==> src/rtl/gemm_sched.sv <==
// Issue scheduler sharing one GEMM between two requesters: round-robin grant,
// drain-then-switch of the size2/size4 mode, tag pipeline and credited response FIFO.
module gemm_sched #(
    parameter int SFP_W     = 9,
    parameter int GEMM_LAT  = 4,
    parameter int RSP_DEPTH = 8
) (
    input  logic                 clk_i,
    input  logic                 rst_i,
    input  logic                 req0_valid_i,
    output logic                 req0_ready_o,
    input  logic                 req0_size4_i,
    input  logic [4*SFP_W-1:0]   req0_dr_i,
    input  logic [4*SFP_W-1:0]   req0_di_i,
    input  logic                 req1_valid_i,
    output logic                 req1_ready_o,
    input  logic                 req1_size4_i,
    input  logic [4*SFP_W-1:0]   req1_dr_i,
    input  logic [4*SFP_W-1:0]   req1_di_i,
    output logic                 gemm_start_o,
    output logic                 gemm_control_o,
    output logic [4*SFP_W-1:0]   gemm_dr_o,
    output logic [4*SFP_W-1:0]   gemm_di_o,
    input  logic [4*SFP_W-1:0]   gemm_dr_i,
    input  logic [4*SFP_W-1:0]   gemm_di_i,
    output logic                 rsp_valid_o,
    input  logic                 rsp_ready_i,
    output logic                 rsp_id_o,
    output logic [4*SFP_W-1:0]   rsp_dr_o,
    output logic [4*SFP_W-1:0]   rsp_di_o,
    output logic                 busy_o
);
    localparam int DW    = 4*SFP_W;
    localparam int TAG_N = GEMM_LAT + 1;
    localparam int CW    = $clog2(RSP_DEPTH + 1);
    localparam int AW    = $clog2(RSP_DEPTH);
    localparam logic [CW:0]   DEPTH_W = (CW+1)'(RSP_DEPTH);
    localparam logic [CW-1:0] FULL_C  = CW'(RSP_DEPTH);

    typedef enum logic [1:0] {S_RUN, S_DRAIN, S_SWITCH} state_t;

    state_t            state_q, state_d;
    logic              ptr_q, ptr_d;
    logic              mode_q, mode_d;
    logic              pend_q, pend_d;
    logic [CW-1:0]     inflight_q, inflight_d;
    logic [CW-1:0]     count_q, count_d;
    logic [TAG_N-1:0]  tag_v_q, tag_id_q;
    logic              start_q;
    logic [DW-1:0]     op_dr_q, op_di_q;
    logic [AW-1:0]     wr_q, rd_q;
    logic [DW-1:0]     fifo_dr_q [RSP_DEPTH];
    logic [DW-1:0]     fifo_di_q [RSP_DEPTH];
    logic [RSP_DEPTH-1:0] fifo_id_q;

    logic        any_v, cand, cand_size, issue_ok, grant;
    logic        push, pop;
    logic [CW:0] credit_used;

    assign any_v       = req0_valid_i | req1_valid_i;
    assign cand        = (req0_valid_i && req1_valid_i) ? ptr_q : req1_valid_i;
    assign cand_size   = cand ? req1_size4_i : req0_size4_i;
    // Credit uses start-of-cycle values; a same-cycle pop frees a slot only next cycle.
    assign credit_used = {1'b0, inflight_q} + {1'b0, count_q};
    assign issue_ok    = credit_used < DEPTH_W;
    assign push        = tag_v_q[TAG_N-1];
    assign pop         = rsp_valid_o && rsp_ready_i;

    always_comb begin
        state_d = state_q;
        ptr_d   = ptr_q;
        mode_d  = mode_q;
        pend_d  = pend_q;
        grant   = 1'b0;
        case (state_q)
            S_RUN: begin
                if (any_v && !rst_i) begin
                    if (cand_size != mode_q) begin
                        pend_d  = cand_size;
                        state_d = S_DRAIN;
                    end else if (issue_ok) begin
                        grant = 1'b1;
                        if (cand == ptr_q) ptr_d = ~ptr_q;
                    end
                end
            end
            S_DRAIN: begin
                if (inflight_q == '0) state_d = S_SWITCH;
            end
            S_SWITCH: begin
                mode_d  = pend_q;
                state_d = S_RUN;
            end
            default: state_d = S_RUN;
        endcase
    end

    always_comb begin
        inflight_d = inflight_q;
        if (grant && !push) inflight_d = inflight_q + CW'(1);
        else if (!grant && push) inflight_d = inflight_q - CW'(1);
        count_d = count_q;
        if (push && !pop) count_d = count_q + CW'(1);
        else if (!push && pop) count_d = count_q - CW'(1);
    end

    always_ff @(posedge clk_i) begin
        if (rst_i) begin
            state_q    <= S_RUN;
            ptr_q      <= 1'b0;
            mode_q     <= 1'b0;
            pend_q     <= 1'b0;
            inflight_q <= '0;
            count_q    <= '0;
            tag_v_q    <= '0;
            tag_id_q   <= '0;
            start_q    <= 1'b0;
            op_dr_q    <= '0;
            op_di_q    <= '0;
            wr_q       <= '0;
            rd_q       <= '0;
        end else begin
            assert (!(push && count_q == FULL_C && !pop));
            state_q    <= state_d;
            ptr_q      <= ptr_d;
            mode_q     <= mode_d;
            pend_q     <= pend_d;
            inflight_q <= inflight_d;
            count_q    <= count_d;
            tag_v_q    <= {tag_v_q[TAG_N-2:0], grant};
            tag_id_q   <= {tag_id_q[TAG_N-2:0], cand};
            start_q    <= grant;
            if (grant) begin
                op_dr_q <= cand ? req1_dr_i : req0_dr_i;
                op_di_q <= cand ? req1_di_i : req0_di_i;
            end
            if (push) wr_q <= wr_q + AW'(1);
            if (pop)  rd_q <= rd_q + AW'(1);
        end
    end

    // Storage needs no reset: pointers and count define what is valid.
    always_ff @(posedge clk_i) begin
        if (push && !rst_i) begin
            fifo_dr_q[wr_q] <= gemm_dr_i;
            fifo_di_q[wr_q] <= gemm_di_i;
            fifo_id_q[wr_q] <= tag_id_q[TAG_N-1];
        end
    end

    assign req0_ready_o   = grant && !cand;
    assign req1_ready_o   = grant && cand;
    assign gemm_start_o   = start_q;
    assign gemm_control_o = mode_q;
    assign gemm_dr_o      = op_dr_q;
    assign gemm_di_o      = op_di_q;
    assign rsp_valid_o    = count_q != '0;
    assign rsp_id_o       = fifo_id_q[rd_q];
    assign rsp_dr_o       = fifo_dr_q[rd_q];
    assign rsp_di_o       = fifo_di_q[rd_q];
    assign busy_o         = (inflight_q != '0) || (count_q != '0);
endmodule
==> config.mk <==
export PLATFORM = sky130hd
export DESIGN_NAME = gemm_sched
export DESIGN_NICKNAME = d
export VERILOG_FILES = /design/src/rtl/gemm_sched.sv
export SDC_FILE = /design/constraint.sdc
export NUM_CORES = 1
export LEC_CHECK = 0
export ABC_AREA = 1
export BUFFER_PORTS_ARGS = -buffer_cell sky130_fd_sc_hd__buf_2
export CORE_ASPECT_RATIO = 0.5
export CORE_MARGIN = 10
export CORE_UTILIZATION = 35
export DETAILED_ROUTE_END_ITERATION = 10
export HOLD_SLACK_MARGIN = 0.1
export PLACE_DENSITY = 0.57
export SLEW_MARGIN = 30
export SYNTH_ARGS = -nofsm -noshare
export SYNTH_HDL_FRONTEND = slang
export SYNTH_SLANG_ARGS = --single-unit
export TNS_END_PERCENT = 100
==> constraint.sdc <==
create_clock -name clk_i -period 7.05 [get_ports clk_i]
set_input_delay 1.7625 -clock clk_i [delete_from_list [all_inputs] [get_ports clk_i]]
set_output_delay 1.7625 -clock clk_i [all_outputs]
set_load 0.02 [all_outputs]
==> flow_summary.html, run 1 <==
<table>
<tr><th>Metric</th><th>Value</th></tr>
<tr><th colspan="2">Logic synthesis</th></tr>
<tr><td>Area fraction of the dominant cell type after synthesis</td><td>63.0%</td></tr>
<tr><td>Synth area leader</td><td>sky130_fd_sc_hd__edfxtp_1</td></tr>
<tr><td>Number of different library cells in the post-synthesis netlist</td><td>28</td></tr>
<tr><td>Biggest area contributors in the synthesized netlist</td><td>sky130_fd_sc_hd__edfxtp_1 63%, sky130_fd_sc_hd__nor2_1 8.4%, sky130_fd_sc_hd__dfxtp_1 7.5%</td></tr>
<tr><td>Count of state elements after synthesis</td><td>688</td></tr>
<tr><td>Warning count from the yosys run</td><td>0</td></tr>
<tr><td>Post-synthesis instance total</td><td>2380</td></tr>
<tr><td>Synth Net Count</td><td>2616</td></tr>
<tr><td>Mean Syn Cell Area</td><td>11.7 um^2</td></tr>
<tr><td>Post-Synthesis Cell Area</td><td>0.0278 mm^2</td></tr>
<tr><td>Proportion of synthesized chip area in sequential cells</td><td>70.5%</td></tr>
<tr><th colspan="2">Finish</th></tr>
<tr><td>Non-filler cells in the finished layout</td><td>3791</td></tr>
<tr><td>Nets</td><td>2940</td></tr>
<tr><td>Fraction of layout cells with a size suffix above 1</td><td>21.1%</td></tr>
<tr><td>Design Area, Final</td><td>0.0327 mm^2</td></tr>
<tr><td>Layout fillers</td><td>7466</td></tr>
<tr><td>Area growth, synth to finish</td><td>17.5%</td></tr>
<tr><th colspan="2">Power and ir drop</th></tr>
<tr><td>Peak supply drop</td><td>187 uV</td></tr>
<tr><td>Power Density</td><td>346 mW/mm^2</td></tr>
<tr><td>Leakage dissipation</td><td>12.4 nW</td></tr>
<tr><td>Overall power of the completed layout</td><td>0.0113 W</td></tr>
<tr><th colspan="2">Setup path</th></tr>
<tr><td>Critical path fanouts, max</td><td>154</td></tr>
<tr><td>Worst EP arrival</td><td>3510 ps</td></tr>
<tr><td>Max stage delay on crit path</td><td>820 ps</td></tr>
<tr><td>Most numerous cell on the critical path</td><td>sky130_fd_sc_hd__nand2_1</td></tr>
<tr><td>Category of the critical setup timing path</td><td>reg -&gt; out</td></tr>
<tr><td>Cell with the largest stage delay on the worst path</td><td>sky130_fd_sc_hd__dfxtp_4</td></tr>
<tr><td>Setup slack on the worst flop-to-flop path</td><td>3800 ps</td></tr>
<tr><td>Kind of start point of the critical path</td><td>register</td></tr>
<tr><td>Kind of end point of the critical path</td><td>output port</td></tr>
<tr><td>Worst path cell trace</td><td>clkinv_8, buf_4, nor2_1, o32ai_1, nand2_1, nand2_1, buf_2</td></tr>
<tr><td>Required time worst endpoint</td><td>5290 ps</td></tr>
<tr><th colspan="2">Timing</th></tr>
<tr><td>Rel. slew slack</td><td>35.5%</td></tr>
<tr><td>Hold Vio Cnt, Final</td><td>0</td></tr>
<tr><td>Setup-violating endpoint count in the final report</td><td>0</td></tr>
<tr><td>Unrepaired setup endpoints after global routing</td><td>false</td></tr>
<tr><td>Final critical-path required period</td><td>5270 ps</td></tr>
<tr><td>Max Clk Rate</td><td>0.190 GHz</td></tr>
<tr><td>Max-slew violation count</td><td>0</td></tr>
<tr><td>Worst setup skew after layout</td><td>25.6 ps</td></tr>
<tr><td>Sum Neg Setup Slack</td><td>0 ps</td></tr>
<tr><td>Worst-margin pin slew</td><td>965 ps</td></tr>
<tr><td>Portion of the clock cycle consumed by the worst path in the final layout</td><td>74.8%</td></tr>
<tr><th colspan="2">Floorplanning</th></tr>
<tr><td>Overall die area</td><td>0.0919 mm^2</td></tr>
<tr><td>Die H</td><td>219 um</td></tr>
<tr><td>Chip width</td><td>419 um</td></tr>
<tr><td>Number of I/O pins</td><td>374</td></tr>
<tr><td>Placeable core region</td><td>0.0780 mm^2</td></tr>
<tr><td>Starting density of the core</td><td>35.7%</td></tr>
<tr><td>Row count</td><td>72</td></tr>
<tr><th colspan="2">Detailed routing</th></tr>
<tr><td>DRC Markers</td><td>0</td></tr>
<tr><td>Metal-1 WL</td><td>29000 um</td></tr>
<tr><td>Uppermost metal layer occupied by signal nets</td><td>met4</td></tr>
<tr><td>Routed met2 length</td><td>34700 um</td></tr>
<tr><td>Detailed Routing Iterations Pass 1</td><td>5</td></tr>
<tr><td>Starting DRC count in detailed routing</td><td>1220</td></tr>
<tr><td>Total met3 wirelength after detailed routing</td><td>3900 um</td></tr>
<tr><td>Via count</td><td>18400</td></tr>
<tr><td>Routed wire per std cell</td><td>18.3 um</td></tr>
<tr><td>ANT nets after route</td><td>0</td></tr>
<tr><td>Via count normalized by instance count</td><td>4.86</td></tr>
<tr><td>Post-Route WL</td><td>69400 um</td></tr>
<tr><th colspan="2">CTS</th></tr>
<tr><td>Clock transition at path regs</td><td>70 ps</td></tr>
<tr><td>Number of buffers added by the clock tree synthesis step</td><td>67</td></tr>
<tr><td>TritonCTS clock tree</td><td>done</td></tr>
<tr><td>Post-cts repair resize count</td><td>0</td></tr>
<tr><td>Number of H-tree levels</td><td>3</td></tr>
<tr><td>Buffer count from post-CTS setup fixing</td><td>0</td></tr>
<tr><td>Buffer levels on the longest clock path</td><td>3</td></tr>
<tr><td>Clk sinks</td><td>688</td></tr>
<tr><td>Quantity of hold-fixing buffers added after cts</td><td>0</td></tr>
<tr><td>Clock insertion delay at the later pin of the skew report</td><td>620 ps</td></tr>
<tr><td>Master cell of the clock root buffer</td><td>sky130_fd_sc_hd__clkbuf_16</td></tr>
<tr><th colspan="2">Run status</th></tr>
<tr><td>Result of the run</td><td>finished, final reports clean</td></tr>
<tr><th colspan="2">GRT</th></tr>
<tr><td>Number of antenna violations at the first check in global routing</td><td>5</td></tr>
<tr><td>Global router's overall resource usage</td><td>14.6%</td></tr>
<tr><td>Number of global-route vias before repair</td><td>18300</td></tr>
<tr><td>First-pass GRT wire length</td><td>106000 um</td></tr>
<tr><td>Total congestion overflow</td><td>0</td></tr>
<tr><td>Maximum number of pins on one net before global-route repair</td><td>155</td></tr>
<tr><th colspan="2">Worst hold path</th></tr>
<tr><td>Worst min-delay path class</td><td>reg -&gt; reg</td></tr>
<tr><th colspan="2">Job</th></tr>
<tr><td>Max-cap violation count</td><td>0</td></tr>
<tr><th colspan="2">Placement</th></tr>
<tr><td>Placement-stage cell area</td><td>0.0306 mm^2</td></tr>
<tr><td>Number of cells after detailed placement</td><td>3670</td></tr>
<tr><td>Placer congestion estimate</td><td>0.755</td></tr>
<tr><td>Half-perimeter wire length of the detailed placement result</td><td>40100 um</td></tr>
<tr><td>Port Buf Inserts</td><td>373</td></tr>
</table>
==> cells in the final DEF, fill, tap and decap left out, types with 4 or more instances in the layout <==
| cell | n |
|---|---|
| sky130_fd_sc_hd__buf_2 | 373 |
| sky130_fd_sc_hd__o32ai_1 | 146 |
| sky130_fd_sc_hd__dfxtp_1 | 101 |
| sky130_fd_sc_hd__buf_12 | 4 |
| sky130_fd_sc_hd__inv_1 | 103 |
| sky130_fd_sc_hd__clkbuf_16 | 67 |
| sky130_fd_sc_hd__inv_6 | 4 |
| sky130_fd_sc_hd__clkbuf_1 | 15 |
| sky130_fd_sc_hd__ha_1 | 11 |
| sky130_fd_sc_hd__nand2_1 | 386 |
| sky130_fd_sc_hd__xor2_1 | 4 |
| sky130_fd_sc_hd__nor2_4 | 8 |
| sky130_fd_sc_hd__nor2_1 | 614 |
| sky130_fd_sc_hd__clkinv_1 | 12 |
| sky130_fd_sc_hd__clkinv_2 | 8 |
| sky130_fd_sc_hd__buf_4 | 20 |
| sky130_fd_sc_hd__a21oi_1 | 16 |
| sky130_fd_sc_hd__edfxtp_1 | 584 |
| sky130_fd_sc_hd__o21ai_0 | 156 |
| sky130_fd_sc_hd__nand3_1 | 15 |
| sky130_fd_sc_hd__mux2_2 | 72 |
==> flip-flops by register name, summed over array words and instances, names as in the netlist, named ones only <==
signal,flops
pend_q,1
gemm_dr_o,36
count_q,4
state_q,2
gemm_control_o,1
fifo_id_q,8
wr_q,3
tag_id_q,5
tag_v_q,5
inflight_q,4
gemm_di_o,36
ptr_q,1
rd_q,3
fifo_dr_q,288
fifo_di_q,288
==> worst max-delay path, delay by kind of cell (launching register included) <==
kind,cells,cell delay [ps]
AO/OA/AOI/OAI,1,90
buffers and inverters,3,1420
AND/OR/NAND/NOR,3,370
flip-flops,1,820
==> Yosys cell counts <==
master,number
sky130_fd_sc_hd__nor2_1,622
sky130_fd_sc_hd__edfxtp_1,584
sky130_fd_sc_hd__nand2_1,386
sky130_fd_sc_hd__o21ai_0,156
sky130_fd_sc_hd__o32ai_1,146
sky130_fd_sc_hd__dfxtp_1,104
sky130_fd_sc_hd__inv_1,103
sky130_fd_sc_hd__mux2_2,72
sky130_fd_sc_hd__clkbuf_1,71
sky130_fd_sc_hd__buf_2,49
sky130_fd_sc_hd__a21oi_1,16
sky130_fd_sc_hd__nand3_1,15
sky130_fd_sc_hd__buf_4,12
sky130_fd_sc_hd__ha_1,11
sky130_fd_sc_hd__buf_6,8
sky130_fd_sc_hd__buf_1,5
sky130_fd_sc_hd__xor2_1,4
sky130_fd_sc_hd__inv_2,3
sky130_fd_sc_hd__nand4_1,3
sky130_fd_sc_hd__fa_1,2
sky130_fd_sc_hd__a21boi_1,1
sky130_fd_sc_hd__a311oi_1,1
sky130_fd_sc_hd__clkinv_2,1
sky130_fd_sc_hd__nand2_2,1
sky130_fd_sc_hd__nand2_4,1
sky130_fd_sc_hd__nand3_2,1
sky130_fd_sc_hd__nor3_1,1
sky130_fd_sc_hd__nor4_1,1
==> layer usage <==
metal	vias to the layer above	track usage, %
met2	461	25.4
li1	8939	-
met1	8934	17.8
met5	-	0
met3	108	3.56
met4	0	4.84
==> cell families after synthesis <==
group / after synthesis / synth area share, %
buffers and inverters: 252 / 4.00
AOI/OAI and AO/OA: 320 / 7.75
adders and majority gates: 13 / 0.638
and+or+nand+nor: 1031 / 14.1
DFF: 688 / 70.5
xor gates and xnor gates: 4 / 0.126
muxes: 72 / 2.91
==> worst paths after layout <==
check        startpoint       endpoint  cells past startpoint
max            register   rsp_di_o[18]                      7
min          tag_v_q[3]     tag_v_q[4]                      2
max reg2reg  count_q[1]  inflight_q[3]                     14
min reg2reg  tag_v_q[3]     tag_v_q[4]                      2
==> metrics by stage <==
| stage | util, % | setup slack, ps | hold slack, ps |
|---|---|---|---|
| after floorplan | - | 1320 | 388 |
| after global placement | 39.2 | 1860 | 391 |
| after detailed placement | 39.2 | 1830 | 396 |
| after CTS | 41.8 | 1830 | 405 |
| after global routing | 41.9 | 1530 | 423 |
| final | 41.9 | 1780 | 396 |
==> cell type report <==
type	instances	area (um^2)	share of cell area (%)
Antenna cell	2	5.00	0.0153
Clock buffer	85	1770	5.40
Clock inverter	33	263	0.804
Inverter	107	415	1.27
Multi-Input combinational cell	1440	7170	21.9
Sequential cell	688	19600	60.0
Tap cell	1036	1300	3.97
Timing Repair Buffer	400	2150	6.57
==> power by group <==
part	total (W)	internal, W	switching (W)
clock network	0.00340	0.00187	0.00154
registers	0.00473	0.00453	0.000193
logic	0.00317	0.00105	0.00212
total	0.0113	0.00745	0.00385
(Power assumes the default switching activity.)
==> inputs of run 2 (changes only) <==
==> constraint.sdc (replaced) <==
create_clock -name clk_i -period 5.14 [get_ports clk_i]
set_input_delay 1.285 -clock clk_i [delete_from_list [all_inputs] [get_ports clk_i]]
set_output_delay 1.285 -clock clk_i [all_outputs]
set_load 0.02 [all_outputs]
==> run 2 against run 1 <==
First-iteration DRC count grew 18%. Largest power group unchanged. Worst hold slack gained 1.7 ps. Clock-buffer cell count shrank 7. Clock skew shrank 4.5 ps. Routed wire length is essentially flat. Global-route usage is essentially flat. Utilization grew 0.34 points. Sequential share of layout area shrank 0.49 points. Critical path depth shrank 1. Design area grew 0.82%. Combinational power grew 39%.
==> flow_summary.html, run 2 (synthesis gave the netlist of run 1 again) <==
<table>
<tr><th>Metric</th><th>Value</th></tr>
<tr><th colspan="2">Run status</th></tr>
<tr><td>Result of the run</td><td>finished, final reports clean</td></tr>
<tr><th colspan="2">CTS</th></tr>
<tr><td>Number of buffers added by the clock tree synthesis step</td><td>66</td></tr>
<tr><td>Quantity of hold-fixing buffers added after cts</td><td>0</td></tr>
<tr><td>Clock transition at path regs</td><td>60 ps</td></tr>
<tr><td>Buffer count from post-CTS setup fixing</td><td>0</td></tr>
<tr><td>Master cell of the clock root buffer</td><td>sky130_fd_sc_hd__clkbuf_16</td></tr>
<tr><td>Number of H-tree levels</td><td>3</td></tr>
<tr><td>Clock insertion delay at the later pin of the skew report</td><td>630 ps</td></tr>
<tr><td>Clk sinks</td><td>688</td></tr>
<tr><td>TritonCTS clock tree</td><td>done</td></tr>
<tr><td>Buffer levels on the longest clock path</td><td>3</td></tr>
<tr><td>Post-cts repair resize count</td><td>0</td></tr>
<tr><th colspan="2">Detailed routing</th></tr>
<tr><td>Detailed Routing Iterations Pass 1</td><td>5</td></tr>
<tr><td>Via count</td><td>18300</td></tr>
<tr><td>Routed wire per std cell</td><td>18.3 um</td></tr>
<tr><td>ANT nets after route</td><td>0</td></tr>
<tr><td>Via count normalized by instance count</td><td>4.81</td></tr>
<tr><td>Starting DRC count in detailed routing</td><td>1441</td></tr>
<tr><td>Post-Route WL</td><td>69500 um</td></tr>
<tr><td>DRC Markers</td><td>0</td></tr>
<tr><th colspan="2">Setup path</th></tr>
<tr><td>Critical path fanouts, max</td><td>149</td></tr>
<tr><td>Required time worst endpoint</td><td>3860 ps</td></tr>
<tr><td>Worst EP arrival</td><td>2990 ps</td></tr>
<tr><td>Kind of end point of the critical path</td><td>output port</td></tr>
<tr><td>Kind of start point of the critical path</td><td>register</td></tr>
<tr><td>Category of the critical setup timing path</td><td>reg -&gt; out</td></tr>
<tr><th colspan="2">Power and ir drop</th></tr>
<tr><td>Peak supply drop</td><td>238 uV</td></tr>
<tr><td>Leakage dissipation</td><td>12.5 nW</td></tr>
<tr><td>Power Density</td><td>479 mW/mm^2</td></tr>
<tr><td>Overall power of the completed layout</td><td>0.0158 W</td></tr>
<tr><th colspan="2">Finish</th></tr>
<tr><td>Top Registers</td><td>fifo_di_q x288, fifo_dr_q x288</td></tr>
<tr><td>Nets</td><td>2951</td></tr>
<tr><td>Fraction of layout cells with a size suffix above 1</td><td>21.6%</td></tr>
<tr><td>Most common cell after layout, fill and taps aside</td><td>sky130_fd_sc_hd__nor2_1</td></tr>
<tr><td>Area growth, synth to finish</td><td>18.4%</td></tr>
<tr><td>Highest-count cells in the layout ignoring fill and taps</td><td>614 x sky130_fd_sc_hd__nor2_1, 584 x sky130_fd_sc_hd__edfxtp_1, 386 x sky130_fd_sc_hd__nand2_1</td></tr>
<tr><th colspan="2">Timing</th></tr>
<tr><td>Rel. slew slack</td><td>37.1%</td></tr>
<tr><td>Max Clk Rate</td><td>0.234 GHz</td></tr>
<tr><td>Hold Vio Cnt, Final</td><td>0</td></tr>
<tr><td>Setup-violating endpoint count in the final report</td><td>0</td></tr>
<tr><td>Portion of the clock cycle consumed by the worst path in the final layout</td><td>83.2%</td></tr>
<tr><td>Max-slew violation count</td><td>0</td></tr>
<tr><td>Setup WS post-layout</td><td>865 ps</td></tr>
<tr><td>Worst setup skew after layout</td><td>21.0 ps</td></tr>
<tr><td>Final critical-path required period</td><td>4280 ps</td></tr>
<tr><td>Unrepaired setup endpoints after global routing</td><td>false</td></tr>
<tr><td>Worst-margin pin slew</td><td>944 ps</td></tr>
<tr><th colspan="2">Floorplanning</th></tr>
<tr><td>Die H</td><td>219 um</td></tr>
<tr><td>Chip width</td><td>419 um</td></tr>
<tr><td>Overall die area</td><td>0.0919 mm^2</td></tr>
<tr><td>Starting density of the core</td><td>35.7%</td></tr>
<tr><td>Number of I/O pins</td><td>374</td></tr>
<tr><td>Row count</td><td>72</td></tr>
<tr><td>Placeable core region</td><td>0.0780 mm^2</td></tr>
<tr><th colspan="2">Placement</th></tr>
<tr><td>Placer congestion estimate</td><td>0.789</td></tr>
<tr><td>Worst slack at placement</td><td>1170 ps</td></tr>
<tr><td>Half-perimeter wire length of the detailed placement result</td><td>40600 um</td></tr>
<tr><td>Port Buf Inserts</td><td>373</td></tr>
<tr><th colspan="2">Worst hold path</th></tr>
<tr><td>Worst min-delay path class</td><td>reg -&gt; reg</td></tr>
<tr><th colspan="2">GRT</th></tr>
<tr><td>Total congestion overflow</td><td>0</td></tr>
<tr><td>Number of antenna violations at the first check in global routing</td><td>3</td></tr>
<tr><td>Number of global-route vias before repair</td><td>18400</td></tr>
<tr><td>Global router's overall resource usage</td><td>14.7%</td></tr>
<tr><td>Maximum number of pins on one net before global-route repair</td><td>150</td></tr>
<tr><td>First-pass GRT wire length</td><td>106000 um</td></tr>
<tr><th colspan="2">Job</th></tr>
<tr><td>Max-cap violation count</td><td>0</td></tr>
</table>
run 2: cell types whose count changed in the layout (fill, tap and decap cells not counted), moves of 2 or more:
cell and delta:
sky130_fd_sc_hd__buf_12 +7, sky130_fd_sc_hd__buf_6 -2, sky130_fd_sc_hd__clkinv_2 +3, sky130_fd_sc_hd__clkinv_4 -3, sky130_fd_sc_hd__bufinv_16 +5, sky130_fd_sc_hd__clkbuf_1 -5, sky130_fd_sc_hd__buf_4 +8, sky130_fd_sc_hd__clkinv_1 -2
run 2: layout make-up:
class                      instances  area (um^2)
timing repair buffer             412         2300
sequential                       688        19600
antenna                            2         5.00
fill                            7320        45100
tap                             1036         1300
clock buffer                      78         1720
clock inverter                    37          433
inverter                         107          410
multi-input combinational       1440         7170
run 2: layer usage:
layer / track usage, % / routed length [um] / up-vias
met3: 3.78 / 3710 / 99
met2: 25.3 / 34200 / 425
met1: 18.2 / 30000 / 8801
met4: 3.88 / 1500 / 0
li1: - / - / 8968
met5: 0 / 0 / -
run 2: per-stage QoR:
step                      TNS (ps)  utilization [%]  hold WS [ps]  std cells  area, um^2
after floorplan             -54780                -           388       2380       27800
after global placement           0             39.5           390       3683       30800
after detailed placement         0             39.5           393       3683       30800
after CTS                        0             42.2           399       3798       33000
after global routing             0             42.2           415       3799       33000
final                            0             42.2           398       3800       33000
run 2: path summary, 6_finish.rpt:
path | from | to | slack, ps | depth (start not counted)
setup / recovery | register | rsp_dr_o[34] | 860 | 6
hold / removal | tag_id_q[3] | tag_id_q[4] | 400 | 2
setup reg to reg | inflight_q[1] | inflight_q[3] | 1900 | 15
hold reg to reg | tag_id_q[3] | tag_id_q[4] | 400 | 2
run 2: critical path: stages (launching register included):
cell	delay [ps]
sky130_fd_sc_hd__dfxtp_4	820
sky130_fd_sc_hd__buf_12	510
sky130_fd_sc_hd__nor2_1	120
sky130_fd_sc_hd__o32ai_1	320
sky130_fd_sc_hd__nand2_1	90
sky130_fd_sc_hd__nand2_1	130
sky130_fd_sc_hd__buf_2	180
run 2: where the power goes:
part | switching [W] | total (W) | leakage, nW | internal, W
registers | 0.000270 | 0.00649 | 6.10 | 0.00622
logic | 0.00292 | 0.00442 | 5.34 | 0.00150
clock network | 0.00211 | 0.00489 | 1.05 | 0.00277
